--- src/rtl/calc_operand_engine_if.sv ---
// Key-event inputs and display outputs of the calculator operand engine.
// The keypad side drives the master modport; the engine uses the slave modport.
interface calc_operand_engine_if #(
    parameter int WIDTH = 16
);
    logic [3:0]       num;
    logic             numPressed;
    logic [2:0]       opt;
    logic             optPressed;
    logic             submit;
    logic [WIDTH-1:0] display;
    logic             negative;
    logic             busy;
    logic             done;
    logic             error;

    modport master (
        output num, numPressed, opt, optPressed, submit,
        input  display, negative, busy, done, error
    );

    modport slave (
        input  num, numPressed, opt, optPressed, submit,
        output display, negative, busy, done, error
    );
endinterface

--- src/rtl/calc_operand_engine.sv ---
// Keypad-driven decimal calculator core: assembles two operands, runs + - * in
// a single cycle and / % through a restoring divider, one quotient bit per cycle.
module calc_operand_engine #(
    parameter int WIDTH      = 16,
    parameter int MAX_DIGITS = 4
) (
    input logic                  clk,
    input logic                  reset,
    calc_operand_engine_if.slave bus
);
    localparam int CNT_W  = $clog2(MAX_DIGITS + 1);
    localparam int ITER_W = $clog2(WIDTH + 1);

    localparam logic [2:0] OP_ADD = 3'd1;
    localparam logic [2:0] OP_SUB = 3'd2;
    localparam logic [2:0] OP_MUL = 3'd3;
    localparam logic [2:0] OP_DIV = 3'd4;
    localparam logic [2:0] OP_MOD = 3'd5;

    typedef enum logic [2:0] {
        ENTER_A,
        ENTER_B,
        EXEC,
        DIVIDE,
        RESULT,
        ERROR
    } state_t;

    state_t              state;
    logic [WIDTH-1:0]    a;
    logic [WIDTH-1:0]    b;
    logic [WIDTH-1:0]    quo;
    logic [WIDTH-1:0]    rem;
    logic [WIDTH-1:0]    display_r;
    logic [2:0]          op;
    logic [CNT_W-1:0]    cnt;
    logic [ITER_W-1:0]   iter;
    logic                negative_r;
    logic                busy_r;
    logic                done_r;
    logic                error_r;
    logic                num_p0;
    logic                opt_p0;
    logic                sub_p0;

    logic                sub_ev;
    logic                opt_ev;
    logic                dig_ev;
    logic                opt_ok;
    logic                cnt_room;
    logic [WIDTH-1:0]    digit_w;
    logic [WIDTH-1:0]    a_next;
    logic [WIDTH-1:0]    b_next;
    logic [WIDTH:0]      sum_w;
    logic [2*WIDTH-1:0]  prod_w;

    function automatic logic [WIDTH-1:0] append_digit(input logic [WIDTH-1:0] v,
                                                      input logic [WIDTH-1:0] d);
        return (v << 3) + (v << 1) + d;
    endfunction

    // One restoring step: shift the next dividend bit into the partial remainder,
    // subtract the divisor and keep the result only when it did not borrow.
    // Because the partial remainder stays below the divisor, the borrow bit alone
    // decides the quotient bit. Returns {remainder, quotient}.
    function automatic logic [2*WIDTH-1:0] div_step(input logic [WIDTH-1:0] r,
                                                    input logic [WIDTH-1:0] q,
                                                    input logic [WIDTH-1:0] d);
        logic [WIDTH:0] sh;
        logic [WIDTH:0] t;
        sh = {r, q[WIDTH-1]};
        t  = sh - {1'b0, d};
        if (t[WIDTH])
            return {sh[WIDTH-1:0], q[WIDTH-2:0], 1'b0};
        return {t[WIDTH-1:0], q[WIDTH-2:0], 1'b1};
    endfunction

    assign sub_ev   = bus.submit & ~sub_p0 & ~busy_r;
    assign opt_ev   = bus.optPressed & ~opt_p0 & ~busy_r & ~sub_ev;
    assign dig_ev   = bus.numPressed & ~num_p0 & ~busy_r & ~sub_ev & ~opt_ev
                      & (bus.num <= 4'd9);
    assign opt_ok   = (bus.opt >= OP_ADD) && (bus.opt <= OP_MOD);
    assign cnt_room = (cnt < CNT_W'(MAX_DIGITS));
    assign digit_w  = {{(WIDTH-4){1'b0}}, bus.num};
    assign a_next   = append_digit(a, digit_w);
    assign b_next   = append_digit(b, digit_w);
    assign sum_w    = {1'b0, a} + {1'b0, b};
    assign prod_w   = {{WIDTH{1'b0}}, a} * {{WIDTH{1'b0}}, b};

    assign bus.display  = display_r;
    assign bus.negative = negative_r;
    assign bus.busy     = busy_r;
    assign bus.done     = done_r;
    assign bus.error    = error_r;

    always_ff @(posedge clk) begin
        if (reset) begin
            state      <= ENTER_A;
            a          <= '0;
            b          <= '0;
            quo        <= '0;
            rem        <= '0;
            display_r  <= '0;
            op         <= '0;
            cnt        <= '0;
            iter       <= '0;
            negative_r <= 1'b0;
            busy_r     <= 1'b0;
            done_r     <= 1'b0;
            error_r    <= 1'b0;
            num_p0     <= 1'b0;
            opt_p0     <= 1'b0;
            sub_p0     <= 1'b0;
        end else begin
            num_p0 <= bus.numPressed;
            opt_p0 <= bus.optPressed;
            sub_p0 <= bus.submit;
            done_r <= 1'b0;

            unique case (state)
                ENTER_A: begin
                    if (sub_ev) begin
                        done_r    <= 1'b1;
                        display_r <= a;
                    end else if (opt_ev && opt_ok) begin
                        op    <= bus.opt;
                        b     <= '0;
                        cnt   <= '0;
                        state <= ENTER_B;
                    end else if (dig_ev && cnt_room) begin
                        a         <= a_next;
                        cnt       <= cnt + CNT_W'(1);
                        display_r <= a_next;
                    end
                end

                ENTER_B: begin
                    if (sub_ev) begin
                        if (op == OP_DIV || op == OP_MOD) begin
                            state  <= DIVIDE;
                            busy_r <= 1'b1;
                            quo    <= a;
                            rem    <= '0;
                            iter   <= '0;
                        end else begin
                            state <= EXEC;
                        end
                    end else if (opt_ev && opt_ok && cnt == '0) begin
                        op <= bus.opt;
                    end else if (dig_ev && cnt_room) begin
                        b         <= b_next;
                        cnt       <= cnt + CNT_W'(1);
                        display_r <= b_next;
                    end
                end

                EXEC: begin
                    done_r     <= 1'b1;
                    negative_r <= 1'b0;
                    state      <= RESULT;
                    case (op)
                        OP_ADD: begin
                            if (sum_w[WIDTH]) begin
                                state     <= ERROR;
                                error_r   <= 1'b1;
                                display_r <= '0;
                            end else begin
                                display_r <= sum_w[WIDTH-1:0];
                            end
                        end
                        OP_SUB: begin
                            negative_r <= (a < b);
                            display_r  <= (a < b) ? (b - a) : (a - b);
                        end
                        OP_MUL: begin
                            if (prod_w[2*WIDTH-1:WIDTH] != '0) begin
                                state     <= ERROR;
                                error_r   <= 1'b1;
                                display_r <= '0;
                            end else begin
                                display_r <= prod_w[WIDTH-1:0];
                            end
                        end
                        default: begin
                            state     <= ERROR;
                            error_r   <= 1'b1;
                            display_r <= '0;
                        end
                    endcase
                end

                // Busy covers exactly the WIDTH shift/subtract cycles; the final
                // cycle with busy low only transfers the result to the display.
                DIVIDE: begin
                    if (iter == '0 && b == '0) begin
                        state      <= ERROR;
                        busy_r     <= 1'b0;
                        error_r    <= 1'b1;
                        done_r     <= 1'b1;
                        negative_r <= 1'b0;
                        display_r  <= '0;
                    end else if (iter == ITER_W'(WIDTH)) begin
                        state      <= RESULT;
                        done_r     <= 1'b1;
                        negative_r <= 1'b0;
                        display_r  <= (op == OP_DIV) ? quo : rem;
                    end else begin
                        {rem, quo} <= div_step(rem, quo, b);
                        iter       <= iter + ITER_W'(1);
                        if (iter == ITER_W'(WIDTH - 1))
                            busy_r <= 1'b0;
                    end
                end

                RESULT: begin
                    if (opt_ev && opt_ok && !negative_r) begin
                        a     <= display_r;
                        b     <= '0;
                        cnt   <= '0;
                        op    <= bus.opt;
                        state <= ENTER_B;
                    end else if (dig_ev) begin
                        a          <= digit_w;
                        b          <= '0;
                        cnt        <= CNT_W'(1);
                        op         <= '0;
                        negative_r <= 1'b0;
                        display_r  <= digit_w;
                        state      <= ENTER_A;
                    end
                end

                ERROR: begin
                    if (dig_ev) begin
                        a          <= digit_w;
                        b          <= '0;
                        cnt        <= CNT_W'(1);
                        op         <= '0;
                        negative_r <= 1'b0;
                        error_r    <= 1'b0;
                        display_r  <= digit_w;
                        state      <= ENTER_A;
                    end
                end

                default: state <= ENTER_A;
            endcase
        end
    end
endmodule

--- src/flat_wrapper.sv ---
// flat-port wrapper written by rule: the top's interface ports become plain ports
module calc_operand_engine_flat 
#(
    parameter int WIDTH      = 16,
    parameter int MAX_DIGITS = 4
)
  (clk, reset, bus_num, bus_numPressed, bus_opt, bus_optPressed, bus_submit, bus_display, bus_negative, bus_busy, bus_done, bus_error);
  calc_operand_engine_if #(.WIDTH(WIDTH)) bus_i ();
  input logic clk;
  input logic reset;
  input wire logic [$bits(bus_i.num)-1:0] bus_num;
  input wire logic [$bits(bus_i.numPressed)-1:0] bus_numPressed;
  input wire logic [$bits(bus_i.opt)-1:0] bus_opt;
  input wire logic [$bits(bus_i.optPressed)-1:0] bus_optPressed;
  input wire logic [$bits(bus_i.submit)-1:0] bus_submit;
  output wire logic [$bits(bus_i.display)-1:0] bus_display;
  output wire logic [$bits(bus_i.negative)-1:0] bus_negative;
  output wire logic [$bits(bus_i.busy)-1:0] bus_busy;
  output wire logic [$bits(bus_i.done)-1:0] bus_done;
  output wire logic [$bits(bus_i.error)-1:0] bus_error;
  assign bus_i.num = bus_num;
  assign bus_i.numPressed = bus_numPressed;
  assign bus_i.opt = bus_opt;
  assign bus_i.optPressed = bus_optPressed;
  assign bus_i.submit = bus_submit;
  assign bus_display = bus_i.display;
  assign bus_negative = bus_i.negative;
  assign bus_busy = bus_i.busy;
  assign bus_done = bus_i.done;
  assign bus_error = bus_i.error;
  calc_operand_engine #(.WIDTH(WIDTH), .MAX_DIGITS(MAX_DIGITS)) u_core (.clk(clk), .reset(reset), .bus(bus_i));
endmodule
--- config.mk ---
export PLATFORM = sky130hd
export DESIGN_NAME = calc_operand_engine_flat
export DESIGN_NICKNAME = d
export VERILOG_FILES = /design/src/rtl/calc_operand_engine_if.sv /design/src/rtl/calc_operand_engine.sv /design/src/flat_wrapper.sv
export SDC_FILE = /design/constraint.sdc
export NUM_CORES = 1
export LEC_CHECK = 0
export ABC_CLOCK_PERIOD_IN_PS = 20100
export CORE_UTILIZATION = 45
export DETAILED_ROUTE_END_ITERATION = 16
export GPL_TIMING_DRIVEN = 0
export PLACE_DENSITY = 0.72
export SLEW_MARGIN = 20
export SYNTH_ARGS = -nofsm -noshare
export SYNTH_HDL_FRONTEND = slang
export SYNTH_SLANG_ARGS = --single-unit
--- constraint.sdc ---
create_clock -name clk -period 20.1 [get_ports clk]
set_clock_uncertainty 0.2 [all_clocks]
set_input_delay 4.02 -clock clk [delete_from_list [all_inputs] [get_ports clk]]
set_output_delay 4.02 -clock clk [all_outputs]
set_load 0.02 [all_outputs]
Word level (Yosys, flattened, before mapping)
Index checks and enable logic that the tools add are counted.
{"block": "classes", "add_sub_neg": 10, "mul": 1, "order_cmp": 5, "eq_ne": 35, "n_mux": 96, "n_bitwise": 16, "n_reduce_logical": 29}
{"op": "two-way mux 16 bit", "count": 29}
{"op": "one-hot mux 16 bit (3 select lines)", "count": 2}
{"op": "one-hot mux 16 bit (6 select lines)", "count": 1}
{"op": "two-way mux 32 bit", "count": 2}
{"op": "one-hot mux 16 bit (2 select lines)", "count": 2}
{"op": "one-hot mux 16 bit (4 select lines)", "count": 1}
{"op": "two-way mux 3 bit", "count": 20}
{"op": "adder 16 bit", "count": 2}
{"op": "adder 16 x 4 -> 16 bit", "count": 2}
{"op": "multiplier 16 x 16 -> 32 bit", "count": 1}
{"op": "subtractor 16 bit", "count": 2}
{"op": "two-way mux 1 bit", "count": 25}
{"op": "one-hot mux 3 bit (4 select lines)", "count": 2}
{"op": "two-way mux 5 bit", "count": 4}
{"op": "one-hot mux 3 bit (6 select lines)", "count": 1}
{"op": "adder 16 x 16 -> 17 bit", "count": 1}
{"op": "subtractor 17 x 16 -> 17 bit", "count": 1}
{"op": "zero test 16 bit", "count": 1}
{"op": "less-than comparator 16 bit", "count": 1}
{"op": "!= test 2 x 1 -> 1 bit (second input constant)", "count": 8}
{"op": "!= test 2 bit (second input constant)", "count": 8}
{"op": "nonzero test 16 bit", "count": 1}
{"op": "AND reduction 5 bit", "count": 3}
{"op": "== test 3 x 2 -> 1 bit (second input constant)", "count": 4}
{"op": "32 further kinds", "count": 68}
{"block": "word_totals", "regBits": 101, "in_bits": 12, "output_inout_bits": 20, "wordCells": 208}

Depth between registers and ports, before layout
Gate-level depths: netlist of the first run.
{"block": "depth", "ltp_word": 13, "depth_mapped": 28, "mapped_depth_nobuf": 25}

Worst setup path before layout of the first run
OpenSTA, ideal clock, no wires.
{"block": "synth_path", "kind": "input to register", "from": "in bus_num[2]", "to": "reg u_core.display_r[12], in the netlist u_core.bus.display[12]", "setup_ns": 0.134, "t_arrival_ns": 6.831, "t_required_ns": 19.766, "path_slack_ns": 12.935, "cell_stages": 13, "path_buffers": 0, "path_cell_list": "ha_1 ha_1 fa_1 a21o_1 a21oi_1 o21bai_1 a2111o_1 and3_1 o21a_1 mux2_2 a211oi_1 a211o_1 a31oi_1"}
{"block": "synth_between", "elab_chain_cells": 5, "elab_cells_between_ends": 17, "classes_between": "add/sub (2); order compare (1); eq/ne (2); mux (9); bitwise (1); reduce/logical (2)"}
{"element": "start: declaration", "line_no": "flat_wrapper.sv:11", "rtl": "input wire logic [$bits(bus_i.num)-1:0] bus_num;"}
{"element": "adder 16 x 4 -> 16 bit / less-or-equal comparator 4 bit (equally long branches)", "line_no": "calc_operand_engine.sv:59, calc_operand_engine.sv:81"}
{"element": "two-way mux 16 bit (tied with other cells)", "line_no": "calc_operand_engine.sv:150", "rtl": "end else if (dig_ev && cnt_room) begin"}
{"element": "two-way mux 16 bit (tied with other cells)", "line_no": "calc_operand_engine.sv:148", "rtl": "end else if (opt_ev && opt_ok && cnt == '0) begin"}
{"element": "two-way mux 16 bit (tied with other cells)", "line_no": "calc_operand_engine.sv:138", "rtl": "if (sub_ev) begin"}
{"element": "one-hot mux 16 bit (6 select lines) / AND reduction 8 bit (equally long branches)"}
{"element": "end signal: assignment", "line_no": "calc_operand_engine.sv:133", "rtl": "display_r <= a_next;"}
{"element": "end signal: assignment", "line_no": "calc_operand_engine.sv:153", "rtl": "display_r <= b_next;"}
{"element": "end signal: assignment", "line_no": "calc_operand_engine.sv:168", "rtl": "display_r <= sum_w[WIDTH-1:0];"}
{"element": "end: declaration", "line_no": "calc_operand_engine.sv:34", "rtl": "logic [WIDTH-1:0] display_r;"}
Several ways; a longest one is shown, not always the timed one. The select of a mux whose other input is x is not followed.
A chain may end at the register's enable or synchronous reset.

Worst setup path in the final report of the first run
{"block": "layout_path", "from": "reg u_core.a[9]", "to": "reg u_core.display_r[4], in the netlist u_core.bus.display[4]"}
{"block": "layout_between", "elab_chain_cells": 5, "elab_cells_between_ends": 9, "classes_between": "add/sub (1); mul (1); order compare (1); mux (5); reduce/logical (1)"}
{"element": "start: declaration", "line_no": "calc_operand_engine.sv:30", "rtl": "logic [WIDTH-1:0] a;"}
{"element": "start signal: assignment", "line_no": "calc_operand_engine.sv:131", "rtl": "a <= a_next;"}
{"element": "start signal: assignment", "line_no": "calc_operand_engine.sv:217", "rtl": "a <= display_r;"}
{"element": "start signal: assignment", "line_no": "calc_operand_engine.sv:223", "rtl": "a <= digit_w;"}
{"element": "multiplier 16 x 16 -> 32 bit", "line_no": "calc_operand_engine.sv:88", "rtl": "assign prod_w = {{WIDTH{1'b0}}, a} * {{WIDTH{1'b0}}, b};"}
{"element": "nonzero test 16 bit", "line_no": "calc_operand_engine.sv:176", "rtl": "if (prod_w[2*WIDTH-1:WIDTH] != '0) begin"}
{"element": "two-way mux 16 bit", "line_no": "calc_operand_engine.sv:176"}
{"element": "one-hot mux 16 bit (3 select lines) (*)", "line_no": "calc_operand_engine.sv:161", "rtl": "case (op)"}
{"element": "one-hot mux 16 bit (6 select lines) (*)", "line_no": "calc_operand_engine.sv:120", "rtl": "unique case (state)"}
{"element": "end signal: assignment", "line_no": "calc_operand_engine.sv:168"}
{"element": "end signal: assignment", "line_no": "calc_operand_engine.sv:173", "rtl": "display_r <= (a < b) ? (b - a) : (a - b);"}
{"element": "end signal: assignment", "line_no": "calc_operand_engine.sv:181", "rtl": "display_r <= prod_w[WIDTH-1:0];"}
Mark *: on every way between the ends. The rest lies on a longest branch, timed or not.

==> metrics.md, run 1 <==
| Metric | Value |
|---|---|
| Ranking of synthesized cells by area | fa_1, ha_1, dfxtp_1 |
| Seq/Total Area, Yosys | 0.1106 |
| Post-cts sizing count | 0 |
| XOR/XNOR share of the synthesized area | 0.02588 |
| Largest net degree at the start of global routing | 18 |
| Critical Path End | u_core.bus.display[4] |
| RR Startpoint | u_core.a[9] |
| Relative slew slack | 0.2560 |
| Crit. End Element | flop |
| Final min period | ~9.8 ns |
| Clock Sinks | 101 |
| Drt first-iter violations | approximately 1.9k |
| DRC viols | 0 |
| Post-synthesis mux area share | 0.02732 |
| Largest family of logic cells by synthesized area | adder cells |
| Global Route Usage Sum | 0.3415 |
| # setup viols final | 0 |
| Port Buffer Count | 31 |
| Simple-gate area share of the yosys netlist | 0.1909 |
| NumNets Final | between 2k and 3k |
| Drt first pass iters | 6 |
| Vias per cell | 6.197 |
| Setup crit start kind | flop |
| Layout cells sized above 1 | 0.02653 |
| CP required | slightly above 20 ns |
| Run status | finished clean |
| Post-Syn Nets | 2766 |
| Worst skew pair latency | roughly 0.37 ns |
| Fill count | between 3k and 4k |
| Diode count | 0 |
| Core area | approximately 0.04 mm² |
| Dominant cell by count in the synthesized netlist | inv_1 |
| RSZ-0062 raised after global routing | false |
| Vias | ~18k |
| CTS tree | built |
| CTS Buffer Depth | 2 |
| CTS Buf Count | 9 |
| Setup repair bufs after CTS | 0 |
| Initial Utilization | 0.4579 |
| Mapped Avg Cell Area | 7.851 µm² |
| Hold Crit Depth | 2 |
| Fmax | approximately 100 MHz |
| First-pass GRT wire length | 106200 µm |
| Antenna violations before repair | 0 |
| Routability congestion estimate | between 0.9 and 1 |
| Detailed-placement wirelength estimate | about 57000 µm |
| Antenna-violating nets left | 0 |
| Die Width | roughly 200 µm |
| Clock transition at the registers of the reported paths | 0.08 ns |
| IO Pins | 32 |
| Final std cells w/o fill | roughly 2.9k |
| Sum of negative setup slack | 0 ns |
| Compound-gate portion of the synthesized area | 0.1840 |
| Synth cell types | between 80 and 90 |
| Vias in the first global route | roughly 18k |
| Endpoints failing hold | 0 |
| Top cells by count, synth | inv_1, nand2_1, nor2_1 |
| Adder-Cell Fraction of Synth Area | 0.3746 |
| Ys flop type | dfxtp_1 |
| P&R area growth vs syn | 7.243% |
| Critical Path AT | between 9 and 10 ns |
| Fin util | 0.4911 |
| Yosys top cell by area | fa_1 |
| Lkg Pwr | ~8.4 nW |
| Top cell type's share of synthesized area | 0.2213 |
| P per Cell Area | slightly below 30 mW/mm² |
| Flop2flop setup slack | around 10 ns |
| Hold-fix buffers, CTS | 0 |
| Crit Path Max Fanout | 10 |
| Worst vdd ir | about 0.041 mV |
| Hold/Removal Path Class | flop to flop |
| Cells after DPL | 2884 |
| Yosys warning count | 0 |
| Die Ht | 203.5 µm |
| Final Max Tran Viols | 0 |
| H-tree Lvls | 3 |
| Total grt overflow | 0 |
| Tightest Pin Transition | around 1.1 ns |
| R2r worst-path depth | 25 |
| Async set-or-reset flop fraction in the synthesized netlist | 0 |
| Final Cycle Share | 0.4851 |
| Worst flop-to-flop path endpoint | u_core.bus.display[4] |
| Crit path from | u_core.a[9] |
| Crit Path Category | flop to flop |
| Post-synthesis cell area | 0.01828 mm² |
| WL/cell | between 20 and 25 µm |
| Site Rows | 73 |
| Post-Syn Instances | about 2.3k |
| #FFs+latches synth | ~100 |
| Max_cap viols | 0 |
| DIE AREA | approximately 0.041 mm² |
| Root Buffer | clkbuf_16 |
| Total Wirelength | slightly below 70000 µm |
| Post-synth EDFFs | 0 |
per-layer routing:
layer  global-route usage  share of wire
met1               0.4295           0.39
met2               0.5508           0.45
met3              0.05817          0.096
met4               0.2003          0.066
met5                    0              0
worst min path at each step:
stage	from	end	slack, ns
final	u_core.bus.display[4]	u_core.bus.display[4]	0.30
after global routing	u_core.quo[1]	u_core.quo[2]	0.34
after CTS	u_core.bus.display[4]	u_core.bus.display[4]	0.30
after detailed placement	u_core.bus.display[4]	u_core.bus.display[4]	0.29
after global placement	u_core.bus.display[4]	u_core.bus.display[4]	0.29
after floorplan	u_core.quo[15]	u_core.quo[15]	0.26
power breakdown:
part	leakage (nW)	switching (mW)	internal, mW	total (mW)
clock network	0.166	0.0892	0.123	0.212
registers	0.817	0.0103	0.206	0.216
logic	7.40	0.106	0.0511	0.157
total	8.39	0.205	0.380	0.585
cell families after synthesis:
group / Yosys count
buffers and inverters: 416
muxes: 49
and+or+nand+nor: 779
DFF: 101
xor gates and xnor gates: 54
adders and majority gates: 426
AOI/OAI and AO/OA: 503
sequential cells by signal, summed over array words and instances (netlist names), 3 cells and up:
signal / cells
u_core.op: 3
u_core.bus.display: 16
u_core.a: 16
u_core.rem: 16
u_core.state: 3
u_core.cnt: 3
u_core.b: 16
u_core.iter: 5
u_core.quo: 16
cell usage in the layout, fill, tap and decap left out, drive strengths merged, types with 19 or more instances in the layout:
cell type,instances
nand3,40
mux2i,45
a22oi,30
xnor2,38
inv,294
o211ai,19
a21oi,127
fa,202
nor3,42
dfxtp,101
a21o,22
a311oi,20
and2,20
nor2b,19
clkdlybuf4s50,31
ha,224
nor2,265
nand2,285
o21ai,105
clkbuf,109
critical path: stages, from the launching register on:
cell	delay, ns
dfxtp_1	0.59
clkbuf_1	0.77
clkinv_1	0.70
nor2_1	0.32
fa_1	0.42
inv_1	0.08
fa_1	0.43
fa_1	0.51
inv_1	0.05
fa_1	0.52
fa_1	0.50
inv_1	0.05
fa_1	0.48
inv_1	0.05
ha_1	0.26
clkbuf_1	0.30
nand2_1	0.15
nor2_1	0.37
o2111ai_1	0.38
a21bo_2	0.34
a21oi_1	0.17
o2111ai_1	0.14
or4_4	0.47
nor3_1	0.63
a21boi_0	0.45
o31ai_1	0.29
cell type report:
class	instances	area, µm²	area share
Buffer	111	439.2	0.02241
Clock inverter	7	120.1	0.006128
Inverter	305	1145	0.05841
Sequential cell	101	2022	0.1032
Multi-Input combinational cell	1811	14680	0.7491
Clock buffer	9	225.2	0.01149
Timing Repair Buffer	31	310.3	0.01583
Tap cell	525	656.9	0.03351
metrics by stage:
stage               worst slack [ns]  total power, mW  cell area, µm²  hold slack (ns)
floorplan                      12.94           0.3096           18280           0.2624
global placement               10.81           0.3697           19240           0.2873
detailed placement             10.77           0.3707           19250           0.2904
CTS                            10.74           0.5791           19600           0.3015
global route                   10.26           0.6010           19600           0.3406
finish                         10.35           0.5848           19600           0.2977
Note: power is estimated with default switching activity, not from simulation.
==> inputs of run 2 (changes only) <==
--- a/config.mk
+++ b/config.mk
@@ -5,11 +5,11 @@
 export SDC_FILE = /design/constraint.sdc
 export NUM_CORES = 1
 export LEC_CHECK = 0
-export ABC_CLOCK_PERIOD_IN_PS = 20100
+export ABC_CLOCK_PERIOD_IN_PS = 8800
 export CORE_UTILIZATION = 45
 export DETAILED_ROUTE_END_ITERATION = 16
 export GPL_TIMING_DRIVEN = 0
-export PLACE_DENSITY = 0.72
+export PLACE_DENSITY = 0.74
 export SLEW_MARGIN = 20
 export SYNTH_ARGS = -nofsm -noshare
 export SYNTH_HDL_FRONTEND = slang
==> constraint.sdc (replaced) <==
create_clock -name clk -period 8.8 [get_ports clk]
set_clock_uncertainty 0.2 [all_clocks]
set_input_delay 1.76 -clock clk [delete_from_list [all_inputs] [get_ports clk]]
set_output_delay 1.76 -clock clk [all_outputs]
set_load 0.02 [all_outputs]
==> metrics.md, run 2 (synthesis gave the netlist of run 1 again) <==
| Metric | Value |
|---|---|
| WL/cell | 24.10 µm |
| Root Buffer | clkbuf_16 |
| Lkg Pwr | around 8.5 nW |
| Relative slew slack | 0.3550 |
| Antenna-violating nets left | 0 |
| Detailed-placement wirelength estimate | about 57000 µm |
| Sum of negative setup slack | 0 ns |
| Final Cycle Share | 0.9863 |
| Run status | finished clean |
| Antenna violations before repair | 1 |
| CP max stage cell | dfxtp_1 |
| Most frequent cells in the layout | inv_1, nand2_1, nor2_1 |
| Site Rows | 73 |
| Vias in the first global route | roughly 18k |
| Critical Path AT | 8.78 ns |
| Endpoints failing hold | 0 |
| Port Buffer Count | 31 |
| CTS Buffer Depth | 2 |
| Worst vdd ir | about 0.088 mV |
| NumNets Final | roughly 2.8k |
| Final Max Tran Viols | 0 |
| Largest net degree at the start of global routing | 17 |
| Vias per cell | just over 6 |
| Total Wirelength | 69900 µm |
| Worst skew pair latency | ~0.37 ns |
| Setup crit start kind | flop |
| Routability congestion estimate | around 1 |
| Worst stage delay on the critical path | 0.59 ns |
| Place WS | -0.5953 ns |
| Clock transition at the registers of the reported paths | ~0.080 ns |
| Drt first-iter violations | between 1.5k and 2k |
| Crit Path Category | flop to flop |
| First-pass GRT wire length | ~110000 µm |
| Crit Path Max Fanout | 10 |
| Final min period | 8.680 ns |
| Tightest Pin Transition | 0.9675 ns |
| Final WS setup | between 0.1 and 0.15 ns |
| P&R area growth vs syn | 7.346% |
| CTS Buf Count | 9 |
| Cells after DPL | between 2k and 3k |
| Initial Utilization | 0.4579 |
| P per Cell Area | 65.38 mW/mm² |
| CP required | around 8.9 ns |
| Diode count | 0 |
| Fmax | 115.2 MHz |
| Hold/Removal Path Class | flop to flop |
| Power, Total | 1.283 mW |
| Crit. End Element | flop |
| H-tree Lvls | 3 |
| Clock Sinks | between 100 and 150 |
| Layout cells sized above 1 | 0.03958 |
| IO Pins | 32 |
| Commonest non-fill, non-tap cell in the layout | inv_1 |
| RSZ-0062 raised after global routing | false |
| CTS tree | built |
| Final std cells w/o fill | 2900 |
| # setup viols final | 0 |
| Global Route Usage Sum | 0.3418 |
| DIE AREA | roughly 0.041 mm² |
| Die Ht | about 200 µm |
| Max_cap viols | 0 |
| Die Width | ~200 µm |
| Vias | roughly 18k |
| Total grt overflow | 0 |
| CP dominant cell by count | fa_1 |
| Core area | around 0.04 mm² |
| DRC viols | 0 |
| Drt first pass iters | 6 |
## run 2: changes by cell type in the layout (fill, tap and decap cells not counted), sizes merged
cell / previous run / this run
buf: 11 / 12
bufinv: 3 / 1
clkbuf: 109 / 110
clkinv: 14 / 12
clkinvlp: 1 / 5
inv: 294 / 292
## run 2: critical path, delay by kind of cell, from the launching register on
kind | cells | cell delay (ns)
adders and majority gates | 7 | 3.13
and+or+nand+nor | 6 | 1.91
buffers and inverters | 8 | 1.47
AOI/OAI and AO/OA | 5 | 1.28
DFF | 1 | 0.59
## run 2: final timing paths
path                                          endpoint                  start  cells past startpoint  slack (ns)
worst max-delay path            u_core.bus.display[15]            u_core.a[9]                     26        0.12
worst min-delay path             u_core.bus.display[4]  u_core.bus.display[4]                      2        0.30
worst max register to register  u_core.bus.display[15]            u_core.a[9]                     26        0.12
worst min register to register   u_core.bus.display[4]  u_core.bus.display[4]                      2        0.30
## run 2: layout make-up
class	instances	area, µm²
Clock buffer	11	242.7
Clock inverter	5	60.06
Tap cell	525	656.9
Sequential cell	101	2024
Buffer	110	467.9
Inverter	305	1162
Timing Repair Buffer	32	317.8
Multi-Input combinational cell	1811	14690
Fill cell	3884	20300
## run 2: power breakdown
| group | internal (mW) | leakage, nW | switching, mW |
|---|---|---|---|
| Clock | 0.230 | 0.146 | 0.202 |
| Combinational | 0.117 | 7.49 | 0.239 |
| Sequential | 0.471 | 0.818 | 0.0239 |
| Total | 0.817 | 8.45 | 0.465 |
## run 2: stage by stage
| step | hold WS [ns] | cell area [µm²] | util |
|---|---|---|---|
| after floorplan | 0.2624 | 18280 | - |
| after CTS | 0.3025 | 19570 | 0.4903 |
| after global placement | 0.2840 | 19240 | 0.4821 |
| after detailed placement | 0.2921 | 19250 | 0.4824 |
| final | 0.3017 | 19620 | 0.4915 |
| after global routing | 0.3286 | 19620 | 0.4915 |
## run 2: repair_timing
| action | CTS | global route |
|---|---|---|
| setup buffers | 0 | 1 |
| hold buffers | 0 | 0 |
| cloned | 0 | 0 |
| endpoints found under the setup margin | 18 | 12 |
| pin swaps | 0 | 1 |
| resized for setup | 9 | 45 |
## run 2: per-layer routing
layer | vias to the layer above | global-route usage | wire (µm)
li1 | 7999 | - | -
met5 | - | 0 | 15
met2 | 1055 | 0.5480 | 31600
met3 | 249 | 0.06184 | 6918
met4 | 2 | 0.1955 | 4284
met1 | 8772 | 0.4321 | 27090
==> inputs of run 3 (changes only) <==
--- a/config.mk
+++ b/config.mk
@@ -6,11 +6,12 @@
 export NUM_CORES = 1
 export LEC_CHECK = 0
 export ABC_CLOCK_PERIOD_IN_PS = 8800
+export CORE_ASPECT_RATIO = 0.7
 export CORE_UTILIZATION = 45
 export DETAILED_ROUTE_END_ITERATION = 16
 export GPL_TIMING_DRIVEN = 0
 export PLACE_DENSITY = 0.74
-export SLEW_MARGIN = 20
+export SLEW_MARGIN = 10
 export SYNTH_ARGS = -nofsm -noshare
 export SYNTH_HDL_FRONTEND = slang
 export SYNTH_SLANG_ARGS = --single-unit
==> metrics.md, run 3 (synthesis gave the netlist of run 1 again) <==
| Metric | Value |
|---|---|
| Run status | finished clean |
| Met3 routed WL | around 11000 µm |
| Fin util | 0.4919 |
| Crit path from | u_core.a[3] |
| Setup crit start kind | flop |
| Largest net degree at the start of global routing | 18 |
| CP max stage cell | dfxtp_1 |
| H-tree Lvls | 3 |
| Fill count | 3967 |
| Worst vdd ir | 0.07309 mV |
| Final std cells w/o fill | between 2k and 3k |
| Relative slew slack | 0.1594 |
| Drt first pass iters | 6 |
| NumNets Final | between 2k and 3k |
| DRT met1 WL | between 30000 and 40000 µm |
| Clock transition at the registers of the reported paths | approximately 0.080 ns |
| Root Buffer | clkbuf_16 |
| Routability congestion estimate | between 1 and 1.5 |
| CP required | approximately 9 ns |
| Vias in the first global route | approximately 17k |
| DRC viols | 0 |
| Vias per cell | 6.327 |
| Antenna violations before repair | 2 |
| Setup repair bufs after CTS | 0 |
| Hold Path Origin | u_core.bus.display[4] |
| # setup viols final | 0 |
| Max_cap viols | 0 |
| Met2 wire len | ~27000 µm |
| First-pass GRT wire length | roughly 110000 µm |
| Final Cycle Share | 0.9729 |
| Vias | ~18k |
| DIE AREA | 0.04144 mm² |
| Port Buffer Count | 31 |
| Tightest Pin Transition | around 1.2 ns |
| CP top delay family | adder cells |
| WL/cell | approximately 25 µm |
| Detailed-placement wirelength estimate | 59270 µm |
| Crit. End Element | flop |
| Drt first-iter violations | roughly 2.5k |
| Worst skew pair latency | 0.39 ns |
| Final Max Tran Viols | 0 |
| RR Startpoint | u_core.a[3] |
| CTS Buffer Depth | 2 |
| Lkg Pwr | about 8.4 nW |
| Die Ht | between 150 and 200 µm |
| Total grt overflow | 0 |
| Critical Path AT | a little under 9 ns |
| Hold/Removal Path Class | flop to flop |
| Initial Utilization | 0.4587 |
| Worst stage delay on the critical path | between 0.5 and 0.6 ns |
| CTS Buf Count | 9 |
| IO Pins | 32 |
| CP bufs+invs | 8 |
| RSZ-0062 raised after global routing | false |
| Commonest non-fill, non-tap cell in the layout | inv_1 |
| CP dominant cell by count | fa_1 |
| Antenna-violating nets left | 0 |
| Global Route Usage Sum | 0.3494 |
| Fmax | ~120 MHz |
| Total Wirelength | between 70000 and 80000 µm |
| P per Cell Area | 64.69 mW/mm² |
| Most frequent cells in the layout | inv_1, nand2_1, nor2_1 |
| Clock Sinks | between 100 and 150 |
| Cells after DPL | approximately 2.9k |
| Crit Path Category | flop to flop |
| Die Width | 242.9 µm |
| Final min period | 8.562 ns |
| CTS tree | built |
| Crit Path Max Fanout | 10 |
| Layout cells sized above 1 | 0.03875 |
| Core area | roughly 0.04 mm² |
| Site Rows | 61 |
| Hold-fix buffers, CTS | 0 |
| Max layer used | met5 |
| Power, Total | 1.268 mW |
| P&R area growth vs syn | 7.223% |
| Endpoints failing hold | 0 |
[run 3: cell types whose count changed in the layout (fill, tap and decap cells not counted), sizes merged]
cell | previous run | this run
clkinvlp | 5 | 6
clkinv | 12 | 11
buf | 12 | 11
bufinv | 1 | 0
diode | 0 | 1
clkbuf | 110 | 109
inv | 292 | 294
[run 3: metal layers]
layer  track usage  vias up
met2        0.4621     1181
met3        0.1476      160
met1        0.5082     9080
met4       0.09407        2
met5             0        -
li1              -     7989
[run 3: metrics by stage]
stage               hold slack, ns  cell area (µm²)  setup TNS [ns]  setup slack [ns]
floorplan                   0.2624            18280               0             1.805
global placement            0.2926            19260          -4.446           -0.4640
detailed placement          0.2966            19260          -6.623           -0.5825
CTS                         0.3065            19550               0           0.01534
global route                0.3320            19590               0           0.06422
finish                      0.3121            19600               0            0.2382
[run 3: power by group]
group / switching (mW) / internal (mW)
logic: 0.247 / 0.117
registers: 0.0255 / 0.471
clock network: 0.213 / 0.195
total: 0.485 / 0.783
[run 3: tightest hold or removal path, cell delays in order, from the launching register on]
cell	delay, ns
dfxtp_1	0.34
nand2_1	0.06
o31ai_1	0.06
[run 3: area by class of cell]
cell class	instances	area, µm²	share of cell area
diodes	1	2.502	0.0001277
clock inverters	6	47.55	0.002426
inverters	305	1165	0.05944
repair buffers	31	310.3	0.01583
multi-input cells	1811	14680	0.7491
plain buffers	110	464.2	0.02369
clock buffers	10	229.0	0.01168
flip-flops and latches	101	2028	0.1035
well taps	535	669.4	0.03416
[run 3: worst paths after layout]
check	endpoint	slack (ns)	cells past startpoint
max	u_core.bus.display[15]	0.24	26
min reg2reg	u_core.bus.display[4]	0.31	2
max reg2reg	u_core.bus.display[15]	0.24	26
min	u_core.bus.display[4]	0.31	2
[run 3: what timing repair did]
item                                    in CTS  in global routing
endpoints found under the setup margin      18                 18
endpoints found under the hold margin        0                  0
resized for setup                            7                 44
